### config.mk
export PLATFORM = sky130hd
export DESIGN_NAME = sig_debounce_flat
export DESIGN_NICKNAME = d
export VERILOG_FILES = /design/src/rtl/sig_debounce_if.sv /design/src/rtl/sig_debounce.sv /design/src/flat_wrapper.sv
export SDC_FILE = /design/constraint.sdc
export NUM_CORES = 1
export LEC_CHECK = 0
export ABC_AREA = 0
export CORE_MARGIN = 5
export CORE_UTILIZATION = 35
export DETAILED_ROUTE_END_ITERATION = 10
export PLACE_DENSITY = 0.52
export SLEW_MARGIN = 20
export SYNTH_ARGS = -nofsm -noshare
export SYNTH_HDL_FRONTEND = slang
export SYNTH_SLANG_ARGS = --single-unit
### constraint.sdc
create_clock -name clk -period 3.3 [get_ports clk]
set_clock_uncertainty 0.15 [all_clocks]
set_input_delay 0.66 -clock clk [delete_from_list [all_inputs] [get_ports clk]]
set_output_delay 0.66 -clock clk [all_outputs]
set_load 0.1 [all_outputs]
### src/rtl/sig_debounce_if.sv
// Signal bundle between the raw trigger source and the debouncer.
// glitch_cnt is present only when SIG_DEBOUNCE_GLITCH_CNT_EN is defined.
interface sig_debounce_if
`ifdef SIG_DEBOUNCE_GLITCH_CNT_EN
    #(parameter int unsigned GLITCH_W = 8)
`endif
    ;
    logic sig_in;
    logic sig;
    logic rise;
    logic fall;
`ifdef SIG_DEBOUNCE_GLITCH_CNT_EN
    logic [GLITCH_W-1:0] glitch_cnt;
`endif

    modport master (
        output sig_in,
        input  sig,
        input  rise,
        input  fall
`ifdef SIG_DEBOUNCE_GLITCH_CNT_EN
        , input glitch_cnt
`endif
    );

    modport slave (
        input  sig_in,
        output sig,
        output rise,
        output fall
`ifdef SIG_DEBOUNCE_GLITCH_CNT_EN
        , output glitch_cnt
`endif
    );
endinterface

### src/rtl/sig_debounce.sv
// Two-flop synchroniser plus four-state debounce FSM producing a clean level and edge strobes.
// Optional saturating bounce counter compiled in with SIG_DEBOUNCE_GLITCH_CNT_EN.
module sig_debounce #(
    parameter int unsigned DEB_CYCLES = 4,
    parameter int unsigned CNT_W      = 8
`ifdef SIG_DEBOUNCE_GLITCH_CNT_EN
    , parameter int unsigned GLITCH_W = 8
`endif
) (
    input logic           clk,
    input logic           rst,
    sig_debounce_if.slave bus
);
    typedef enum logic [1:0] {StLow, StRiseChk, StHigh, StFallChk} state_e;

    localparam logic [CNT_W-1:0] CntLast = CNT_W'(DEB_CYCLES - 1);

    logic             s1_q, s2_q;
    state_e           state_q, state_d;
    logic [CNT_W-1:0] cnt_q, cnt_d;
    logic             sig_q, sig_d;
    logic             rise_q, rise_d;
    logic             fall_q, fall_d;

    always_ff @(posedge clk) begin
        if (rst) begin
            s1_q    <= 1'b0;
            s2_q    <= 1'b0;
            state_q <= StLow;
            cnt_q   <= '0;
            sig_q   <= 1'b0;
            rise_q  <= 1'b0;
            fall_q  <= 1'b0;
        end else begin
            s1_q    <= bus.sig_in;
            s2_q    <= s1_q;
            state_q <= state_d;
            cnt_q   <= cnt_d;
            sig_q   <= sig_d;
            rise_q  <= rise_d;
            fall_q  <= fall_d;
        end
    end

    always_comb begin
        state_d = state_q;
        cnt_d   = cnt_q;
        unique case (state_q)
            StLow: begin
                if (s2_q) begin
                    state_d = StRiseChk;
                    cnt_d   = CNT_W'(1);
                end
            end
            StRiseChk: begin
                if (!s2_q) begin
                    state_d = StLow;
                    cnt_d   = '0;
                end else if (cnt_q == CntLast) begin
                    state_d = StHigh;
                    cnt_d   = '0;
                end else begin
                    cnt_d = cnt_q + CNT_W'(1);
                end
            end
            StHigh: begin
                if (!s2_q) begin
                    state_d = StFallChk;
                    cnt_d   = CNT_W'(1);
                end
            end
            StFallChk: begin
                if (s2_q) begin
                    state_d = StHigh;
                    cnt_d   = '0;
                end else if (cnt_q == CntLast) begin
                    state_d = StLow;
                    cnt_d   = '0;
                end else begin
                    cnt_d = cnt_q + CNT_W'(1);
                end
            end
            default: begin
                state_d = StLow;
                cnt_d   = '0;
            end
        endcase
    end

    // Strobes fire only on the accepting edge; sig holds through every abort.
    always_comb begin
        rise_d = (state_q == StRiseChk) && s2_q && (cnt_q == CntLast);
        fall_d = (state_q == StFallChk) && !s2_q && (cnt_q == CntLast);
        sig_d  = sig_q;
        if (rise_d) begin
            sig_d = 1'b1;
        end else if (fall_d) begin
            sig_d = 1'b0;
        end
    end

    assign bus.sig  = sig_q;
    assign bus.rise = rise_q;
    assign bus.fall = fall_q;

`ifdef SIG_DEBOUNCE_GLITCH_CNT_EN
    logic                glitch;
    logic [GLITCH_W-1:0] glitch_cnt_q;

    assign glitch = ((state_q == StRiseChk) && !s2_q) || ((state_q == StFallChk) && s2_q);

    always_ff @(posedge clk) begin
        if (rst) begin
            glitch_cnt_q <= '0;
        end else if (glitch && (glitch_cnt_q != '1)) begin
            glitch_cnt_q <= glitch_cnt_q + GLITCH_W'(1);
        end
    end

    assign bus.glitch_cnt = glitch_cnt_q;
`endif
endmodule

### src/flat_wrapper.sv
// flat-port wrapper written by rule: the top's interface ports become plain ports
module sig_debounce_flat 
#(
    parameter int unsigned DEB_CYCLES = 4,
    parameter int unsigned CNT_W      = 8

)
  (clk, rst, bus_sig_in, bus_sig, bus_rise, bus_fall);
  sig_debounce_if bus_i ();
  input logic clk;
  input logic rst;
  input wire logic [$bits(bus_i.sig_in)-1:0] bus_sig_in;
  output wire logic [$bits(bus_i.sig)-1:0] bus_sig;
  output wire logic [$bits(bus_i.rise)-1:0] bus_rise;
  output wire logic [$bits(bus_i.fall)-1:0] bus_fall;
  assign bus_i.sig_in = bus_sig_in;
  assign bus_sig = bus_i.sig;
  assign bus_rise = bus_i.rise;
  assign bus_fall = bus_i.fall;
  sig_debounce #(.DEB_CYCLES(DEB_CYCLES), .CNT_W(CNT_W)) u_core (.clk(clk), .rst(rst), .bus(bus_i));
endmodule
==> results of run 1 <==
==> where the power goes <==
group,total [W],internal [W],switching [W]
Clock,0.000103,0.0000469,0.0000564
Sequential,0.000187,0.000184,0.00000308
Combinational,0.0000232,0.00000768,0.0000155
==> cell families (layout without fill, tap and decap cells) <==
| family | Yosys count | in the layout | share of synthesized area |
|---|---|---|---|
| AOI/OAI and AO/OA | 12 | 12 | 0.108 |
| buffers and inverters | 5 | 11 | 0.0373 |
| muxes | 2 | 2 | 0.0284 |
| xor gates and xnor gates | 4 | 4 | 0.0604 |
| adders and majority gates | 1 | 1 | 0.0178 |
| DFF | 15 | 15 | 0.426 |
| and+or+nand+nor | 39 | 39 | 0.322 |
==> cells in the final DEF, fill, tap and decap left out, drive strengths merged, types with 2 or more instances in the layout <==
cell type,netlist,routed
clkbuf,2,4
inv,2,2
buf,1,3
and3b,2,2
and3,2,2
nand2,11,11
mux2i,2,2
nor3,2,2
o21ai,5,5
nor2b,3,3
xnor2,2,2
xor2,2,2
a21oi,3,3
nor2,4,4
nor4b,2,2
clkdlybuf4s50,0,2
dfxtp,15,15
nand3,5,5
==> cell type report <==
type,instances,area (um^2),area share
timing repair buffer,5,42.5,0.0540
multi-input combinational,58,378,0.479
sequential,15,300,0.381
tap,27,33.8,0.0429
clock buffer,4,26.3,0.0333
inverter,2,7.51,0.00952
==> path summary, 6_finish.rpt <==
path	from	endpoint	slack, ps
max	rst	u_core.cnt_q[2]	1300
min	u_core.s1_q	u_core.s2_q	290
min reg2reg	u_core.s1_q	u_core.s2_q	290
max reg2reg	u_core.cnt_q[0]	u_core.bus.sig	1530
==> metal layers <==
metal  up-vias  part of all wire  GRT usage  wire length (um)
met1       268              0.51      0.131               635
met3         2             0.054     0.0327                67
met5         -                 0          0                 0
li1        287                 -          -                 -
met4         0             0.011     0.0498                13
met2         9              0.42      0.146               519
==> cells in the mapped netlist (all sizes together) <==
| master | instances |
|---|---|
| dfxtp | 15 |
| nand2 | 11 |
| nand3 | 5 |
| o21ai | 5 |
| nor2 | 4 |
| a21oi | 3 |
| nor2b | 3 |
| and3 | 2 |
| and3b | 2 |
| clkbuf | 2 |
| inv | 2 |
| mux2i | 2 |
| nor3 | 2 |
| nor4b | 2 |
| xnor2 | 2 |
| xor2 | 2 |
| a2111oi | 1 |
| a31oi | 1 |
| and2 | 1 |
| and2b | 1 |
| and4b | 1 |
| buf | 1 |
| ha | 1 |
| nand4 | 1 |
| nand4b | 1 |
| nor3b | 1 |
| nor4 | 1 |
| o211ai | 1 |
| o41ai | 1 |
| or2 | 1 |
==> through the flow <==
step	utilization	total power [W]	instance area (um^2)	hold WS, ps	worst slack (ps)
floorplan	-	0.000208	704	264	1550
global placement	0.392	0.000214	762	274	1100
detailed placement	0.392	0.000215	762	272	1020
CTS	0.406	0.000318	788	294	1300
global route	0.406	0.000329	788	322	1130
finish	0.406	0.000314	788	291	1300
==> registers in the layout (all words and copies together) (netlist names), named ones only <==
register	count
u_core.bus.fall	1
u_core.bus.rise	1
u_core.bus.sig	1
u_core.cnt_q	8
u_core.s1_q	1
u_core.s2_q	1
u_core.state_q	1
==> critical path, stage by stage <==
cell and delay [ps]:
clkdlybuf4s50_1 630, nor3_1 540, a31oi_1 70, mux2i_1 150
==> impl_results.md, run 1 <==
- Status: finished, final reports clean
- Clock sink count: 15
- Post-synthesis sequential area ratio: 0.426
- Routed via count: 566
- Crit start category: primary input
- H-tree levels: 1
- Avg Cell Area, Syn: 9.03 um^2
- # rows: 16
- Area Growth Syn to Fin: 11.9%
- Gate count of the mapped netlist: approximately 80
- Hold_buf cts: 0
- Setup TNS: 0 ps
- Top-area cell type share of the netlist area: 0.426
- FF-to-FF path depth: 5
- Die width: 54.9 um
- DR vias/cell: 5.10
- Final min period: 2000 ps
- CTS buffer count: 3
- Post-Layout Cell Count: 111
- Tot GR Track Use: 0.100
- Max-slew violations: 0
- Slew @ Worst Pin: 512 ps
- Initial Util: 0.363
- Total gr overflow: 0
- Ranking of synthesized cells by area: dfxtp_1, nand2_1, nand3_1, mux2i_1, nor2b_1
- # fillers: 206
- # resized after CTS: 0
- Max Buffers Root-to-Sink: 2
- First-pass GRT wire length: approximately 2100 um
- Clock root cell: clkbuf_4
- CTS clk-pin slew, worst paths: 90 ps
- Vias in the first global route: 507
- FMAX: 501 MHz
- Share of layout cells above drive strength 1: 0.167
- Max_cap viols: 0
- Worst skew pair latency: 280 ps
- Post CTS Setup Buffer Count: 0
- Routed wire per std cell: between 10 and 15 um
- Crit share post-route: 0.605
- Worst relative slew slack: 0.656
- Static Leak: ~0.27 nW
- Unrepaired setup endpoints after global routing: false
- Hold Crit Class: reg -> reg
- Synth warn: 0
- Mapped cell area: 704 um^2
- Post-synthesis register bit count: 15
- Initial antenna violation count: 0
- CP required: between 3000 and 4000 ps
- GPL Wtd Cong: roughly 0.85
- Crit-path max FO: 13
- Core area: ~0.002 mm^2
- Yosys cell types: 35
- Hold violation count in the final report: 0
- Final #Nets: 89
- Endpoints failing setup: 0
- Die height: around 55 um
- Die area: 0.00301 mm^2
- Maximum number of pins on one net before global-route repair: 14
- Power per cell area: 398 mW/mm^2
- CTS tree: built
- Synth area leader: dfxtp_1
- Critical path class: in -> reg
- Peak VDD IR: 195 uV
- Hold depth: 1
- DP HPWL: 865 um
- Pre-Repair DR Iteration Count: 4
- Ports: 6
- Drt drc: 0
- DRT Wirelength: 1240 um
- Syn nets: between 80 and 90
- Port bufs: 5
- N_diodes: 0
- Iter 0 DRT Violations: 6
- Crit path DAT: ~2100 ps
- Antenna viol nets, final: 0
- Placed cell count: ~110
- Crit. End Element: flip-flop
Note: power is estimated with default switching activity, not from simulation.
==> run 2, diff against run 1 <==
--- a/config.mk
+++ b/config.mk
@@ -9,7 +9,7 @@
 export CORE_MARGIN = 5
 export CORE_UTILIZATION = 35
 export DETAILED_ROUTE_END_ITERATION = 10
-export PLACE_DENSITY = 0.52
+export PLACE_DENSITY = 0.54
 export SLEW_MARGIN = 20
 export SYNTH_ARGS = -nofsm -noshare
 export SYNTH_HDL_FRONTEND = slang
==> constraint.sdc (replaced) <==
create_clock -name clk -period 1.7 [get_ports clk]
set_clock_uncertainty 0.15 [all_clocks]
set_input_delay 0.34 -clock clk [delete_from_list [all_inputs] [get_ports clk]]
set_output_delay 0.34 -clock clk [all_outputs]
set_load 0.1 [all_outputs]
==> impl_results.md, run 2 (synthesis gave the netlist of run 1 again) <==
- Hold Crit Class: reg -> reg
- Crit-path max FO: 4
- Final Util: 0.459
- Ports: 6
- Biggest register: u_core.cnt_q
- Static Leak: 0.313 nW
- Hold_buf cts: 0
- Endpoints failing setup: 0
- Antenna viol nets, final: 0
- Initial antenna violation count: 0
- Clock sink count: 15
- Sequential Area: 303 um^2
- DRT Wirelength: 1350 um
- Routed via count: 588
- Crit share post-route: 0.929
- # rows: 16
- Max_cap viols: 0
- Area Growth Syn to Fin: 26.5%
- Die area: 0.00301 mm^2
- Final #Nets: 94
- FMAX: 633 MHz
- CP required: roughly 1700 ps
- Final min period: 1580 ps
- Drt drc: 0
- Most common cell after layout, fill and taps aside: dfxtp_1
- Slew @ Worst Pin: 317 ps
- Port bufs: 5
- Tot GR Track Use: 0.112
- GPL Wtd Cong: 0.786
- CTS clk-pin slew, worst paths: 90 ps
- N_diodes: 0
- Share of layout cells above drive strength 1: 0.281
- Status: finished, final reports clean
- Crit start category: flip-flop
- Die height: between 50 and 60 um
- CTS buffer count: 3
- Area of the multi-input gates: 402 um^2
- CP Capture Point: u_core.cnt_q[4]
- Iter 0 DRT Violations: 7
- Pre-Repair DR Iteration Count: 4
- Worst relative slew slack: 0.783
- Largest register FFs: 8
- Worst r2r src: u_core.cnt_q[0]
- Worst skew pair latency: slightly below 300 ps
- Hold violation count in the final report: 0
- Commonest cells after routing, fill and taps aside: dfxtp_1, nand2_1, nand3_1, buf_4, nor2_1
- Routed wire per std cell: 11.7 um
- Crit path DAT: 1610 ps
- Total gr overflow: 0
- Register-to-Register Setup Slack: roughly 120 ps
- DP HPWL: 977 um
- Max Buffers Root-to-Sink: 2
- CTS tree: built
- Power Total: 0.000629 W
- First-pass GRT wire length: 2320 um
- Post-Layout Cell Count: around 120
- Maximum number of pins on one net before global-route repair: 12
- Critical path class: reg -> reg
- Die width: 54.9 um
- Core area: 0.00194 mm^2
- Clock root cell: clkbuf_4
- # fillers: between 150 and 200
- Crit. End Element: flip-flop
- Worst setup startpoint: u_core.cnt_q[0]
- Initial Util: 0.363
- Power per cell area: just over 700 mW/mm^2
- H-tree levels: 1
- Peak VDD IR: 403 uV
- Vias in the first global route: 541
- FF-to-FF path depth: 6
- DR vias/cell: 5.07
- Setup TNS: 0 ps
- Max-slew violations: 0
- Hold WS: 301 ps
- Placed cell count: 111
- Worst R2R End: u_core.cnt_q[4]
[run 2: changes by cell type in the layout (fill, tap and decap cells not counted), moves of 2 or more]
| cell | before | now |
|---|---|---|
| buf_4 | 3 | 5 |
| nor4b_1 | 2 | 0 |
| dfxtp_1 | 15 | 13 |
| dfxtp_2 | 0 | 2 |
| buf_12 | 0 | 3 |
[run 2: routing by layer]
| metal | part of all wire | GRT usage |
|---|---|---|
| met1 | 0.48 | 0.145 |
| met2 | 0.46 | 0.157 |
| met3 | 0.035 | 0.0245 |
| met4 | 0.026 | 0.0871 |
| met5 | 0 | 0 |
[run 2: through the flow]
| stage | setup WS (ps) | instance area, um^2 |
|---|---|---|
| finish | 121 | 891 |
| global placement | 25.4 | 830 |
| global route | -13.1 | 891 |
| floorplan | 125 | 704 |
| CTS | 12.0 | 857 |
| detailed placement | 26.3 | 830 |
[run 2: repair_timing]
| action | in CTS | in global routing |
|---|---|---|
| gates resized for setup | 0 | 6 |
| setup endpoints to repair | 0 | 9 |
| setup buffers | 0 | 1 |
[run 2: critical path, stage by stage, from the launching register on]
cell and delay [ps]:
dfxtp_2 360, ha_2 190, buf_4 120, nand3_1 140, and3_2 250, o21ai_0 160, o41ai_1 90
[run 2: worst min-delay path by stage]
stage                 from     endpoint  cells after the start
6_report       u_core.s1_q  u_core.s2_q                      1
3_3_place_gp   u_core.s1_q  u_core.s2_q                      1
5_1_grt        u_core.s1_q  u_core.s2_q                      1
4_1_cts        u_core.s1_q  u_core.s2_q                      1
3_5_place_dp   u_core.s1_q  u_core.s2_q                      1
2_1_floorplan  u_core.s1_q  u_core.s2_q                      1
[run 2: power breakdown]
group	switching [W]	internal, W	leakage [nW]
clock	0.000122	0.0000875	0.0177
sequential	0.00000725	0.000358	0.123
combinational	0.0000309	0.0000241	0.173
[run 2: final cells by class]
type | instances | area share
clock buffer | 3 | 0.0253
clock inverter | 1 | 0.00562
inverter | 2 | 0.00843
multi-input combinational | 58 | 0.451
sequential | 15 | 0.340
tap | 27 | 0.0379
timing repair buffer | 10 | 0.132
==> run 3, diff against run 2 <==
--- a/config.mk
+++ b/config.mk
@@ -9,7 +9,7 @@
 export CORE_MARGIN = 5
 export CORE_UTILIZATION = 35
 export DETAILED_ROUTE_END_ITERATION = 10
-export PLACE_DENSITY = 0.54
+export PLACE_DENSITY = 0.52
 export SLEW_MARGIN = 20
 export SYNTH_ARGS = -nofsm -noshare
 export SYNTH_HDL_FRONTEND = slang
==> constraint.sdc (replaced) <==
create_clock -name clk -period 2 [get_ports clk]
set_clock_uncertainty 0.15 [all_clocks]
set_input_delay 0.4 -clock clk [delete_from_list [all_inputs] [get_ports clk]]
set_output_delay 0.4 -clock clk [all_outputs]
set_load 0.1 [all_outputs]
==> impl_results.md, run 3 (synthesis gave the netlist of run 1 again) <==
- # fillers: about 210
- CTS buffer count: 3
- Commonest cells after routing, fill and taps aside: dfxtp_1, nand2_1, nand3_1
- # rows: 16
- Hold Crit Class: reg -> reg
- Final #Nets: 91
- Routed via count: about 540
- GPL Wtd Cong: 0.777
- Port bufs: 5
- Initial Util: 0.363
- Share of layout cells above drive strength 1: 0.209
- CTS clk-pin slew, worst paths: around 90 ps
- Register-to-Register Setup Slack: 300 ps
- Status: finished, final reports clean
- Largest register FFs: 8
- Worst r2r src: u_core.cnt_q[0]
- Met2 usage: 0.150
- Routed wire per std cell: 11.0 um
- Critical path class: reg -> reg
- Total gr overflow: 0
- Static Leak: 0.297 nW
- Final worst slack: around 300 ps
- Antenna viol nets, final: 0
- Met3 usage: 0.0272
- Biggest register: u_core.cnt_q
- Hold violation count in the final report: 0
- Post-Layout Cell Count: 113
- Die height: 54.9 um
- Hold Path Sink: u_core.s2_q
- Crit. End Element: flip-flop
- DP HPWL: 942 um
- DR vias/cell: 4.81
- H-tree levels: 1
- FMAX: 588 MHz
- Worst path slowest cell: dfxtp_1
- Iter 0 DRT Violations: 4
- Clock sink count: 15
- Max-slew violations: 0
- Worst setup startpoint: u_core.cnt_q[0]
- Crit-path max FO: 5
- Core area: 0.00194 mm^2
- Maximum number of pins on one net before global-route repair: 12
- Max_cap viols: 0
- Peak VDD IR: 396 uV
- Tot GR Track Use: 0.102
- Worst-path cell chain: ha_1 > nor4b_2 > nand4b_1 > mux2i_1 > a21oi_1
- Busiest layer in global routing: met2
- Pre-Repair DR Iteration Count: 3
- First-pass GRT wire length: about 2100 um
- Worst skew pair latency: roughly 290 ps
- Initial antenna violation count: 0
- Final Util: 0.437
- Drt drc: 0
- N_diodes: 0
- Worst R2R End: u_core.bus.sig
- CP required: 2030 ps
- Pre-CTS WS: about 240 ps
- Worst relative slew slack: 0.765
- Final min period: roughly 1700 ps
- DRT Wirelength: roughly 1200 um
- HP Start: u_core.s1_q
- Endpoints failing setup: 0
- Die width: 54.9 um
- GRT met1 Usage: 0.126
- Unrepaired setup endpoints after global routing: false
- Placed cell count: 109
- Crit share post-route: 0.851
- Power per cell area: roughly 630 mW/mm^2
- Slew @ Worst Pin: 344 ps
- FF-to-FF path depth: 5
- Crit start category: flip-flop
- CTS tree: built
- Most common cell after layout, fill and taps aside: dfxtp_1
- Max Buffers Root-to-Sink: 2
- Hold depth: 1
- Die area: 0.00301 mm^2
- Crit path DAT: 1730 ps
- Post CTS Setup Buffer Count: 0
- Vias in the first global route: 511
- Setup TNS: 0 ps
- Max stage delay on crit path: 370 ps
- Clock root cell: clkbuf_4
- Area Growth Syn to Fin: 20.4%
- Ports: 6
-- run 3: routing by layer --
layer  share of wire  vias to the layer above
met1            0.51                      240
met2            0.41                        8
met3           0.046                        5
met5               0                        -
met4           0.029                        0
li1                -                      291
-- run 3: report_power, final --
group	switching (W)	total [W]	internal (W)
Combinational	0.0000260	0.0000464	0.0000203
Clock	0.000102	0.000176	0.0000743
Sequential	0.00000594	0.000310	0.000304
-- run 3: repair_timing --
action,in CTS,in global routing
setup endpoints to repair,0,1
hold buffers,0,0
resized for setup,0,1
-- run 3: stage by stage --
step / cell area [um^2] / power [W] / hold WS [ps]
floorplan: 704 / 0.000343 / 264
global placement: 815 / 0.000363 / 269
detailed placement: 815 / 0.000364 / 283
CTS: 842 / 0.000539 / 304
global route: 848 / 0.000555 / 338
finish: 848 / 0.000533 / 305
-- run 3: worst max-delay path by stage --
| stage | end | slack, ps | cells after the start |
|---|---|---|---|
| finish | u_core.bus.sig | 300 | 5 |
| CTS | u_core.bus.sig | 210 | 5 |
| floorplan | u_core.bus.sig | 430 | 5 |
| global placement | u_core.bus.sig | 350 | 5 |
| global route | u_core.bus.sig | 110 | 5 |
| detailed placement | u_core.bus.sig | 240 | 5 |
-- run 3: worst max-delay path, delay by kind of cell (launching register included) --
family / cells / cell delay, ps
adder cells (fa/ha/maj): 1 / 240
AO/OA/AOI/OAI: 1 / 80
AND/OR/NAND/NOR: 2 / 520
multiplexers: 1 / 230
flip-flops: 1 / 370
-- run 3: layout make-up --
| cell class | instances | area (um^2) | share of cell area |
|---|---|---|---|
| Clock inverter | 1 | 5.00 | 0.00590 |
| Sequential cell | 15 | 300 | 0.354 |
| Clock buffer | 3 | 22.5 | 0.0265 |
| Inverter | 2 | 7.51 | 0.00885 |
| Timing Repair Buffer | 7 | 95.1 | 0.112 |
| Tap cell | 27 | 33.8 | 0.0398 |
| Multi-Input combinational cell | 58 | 384 | 0.453 |
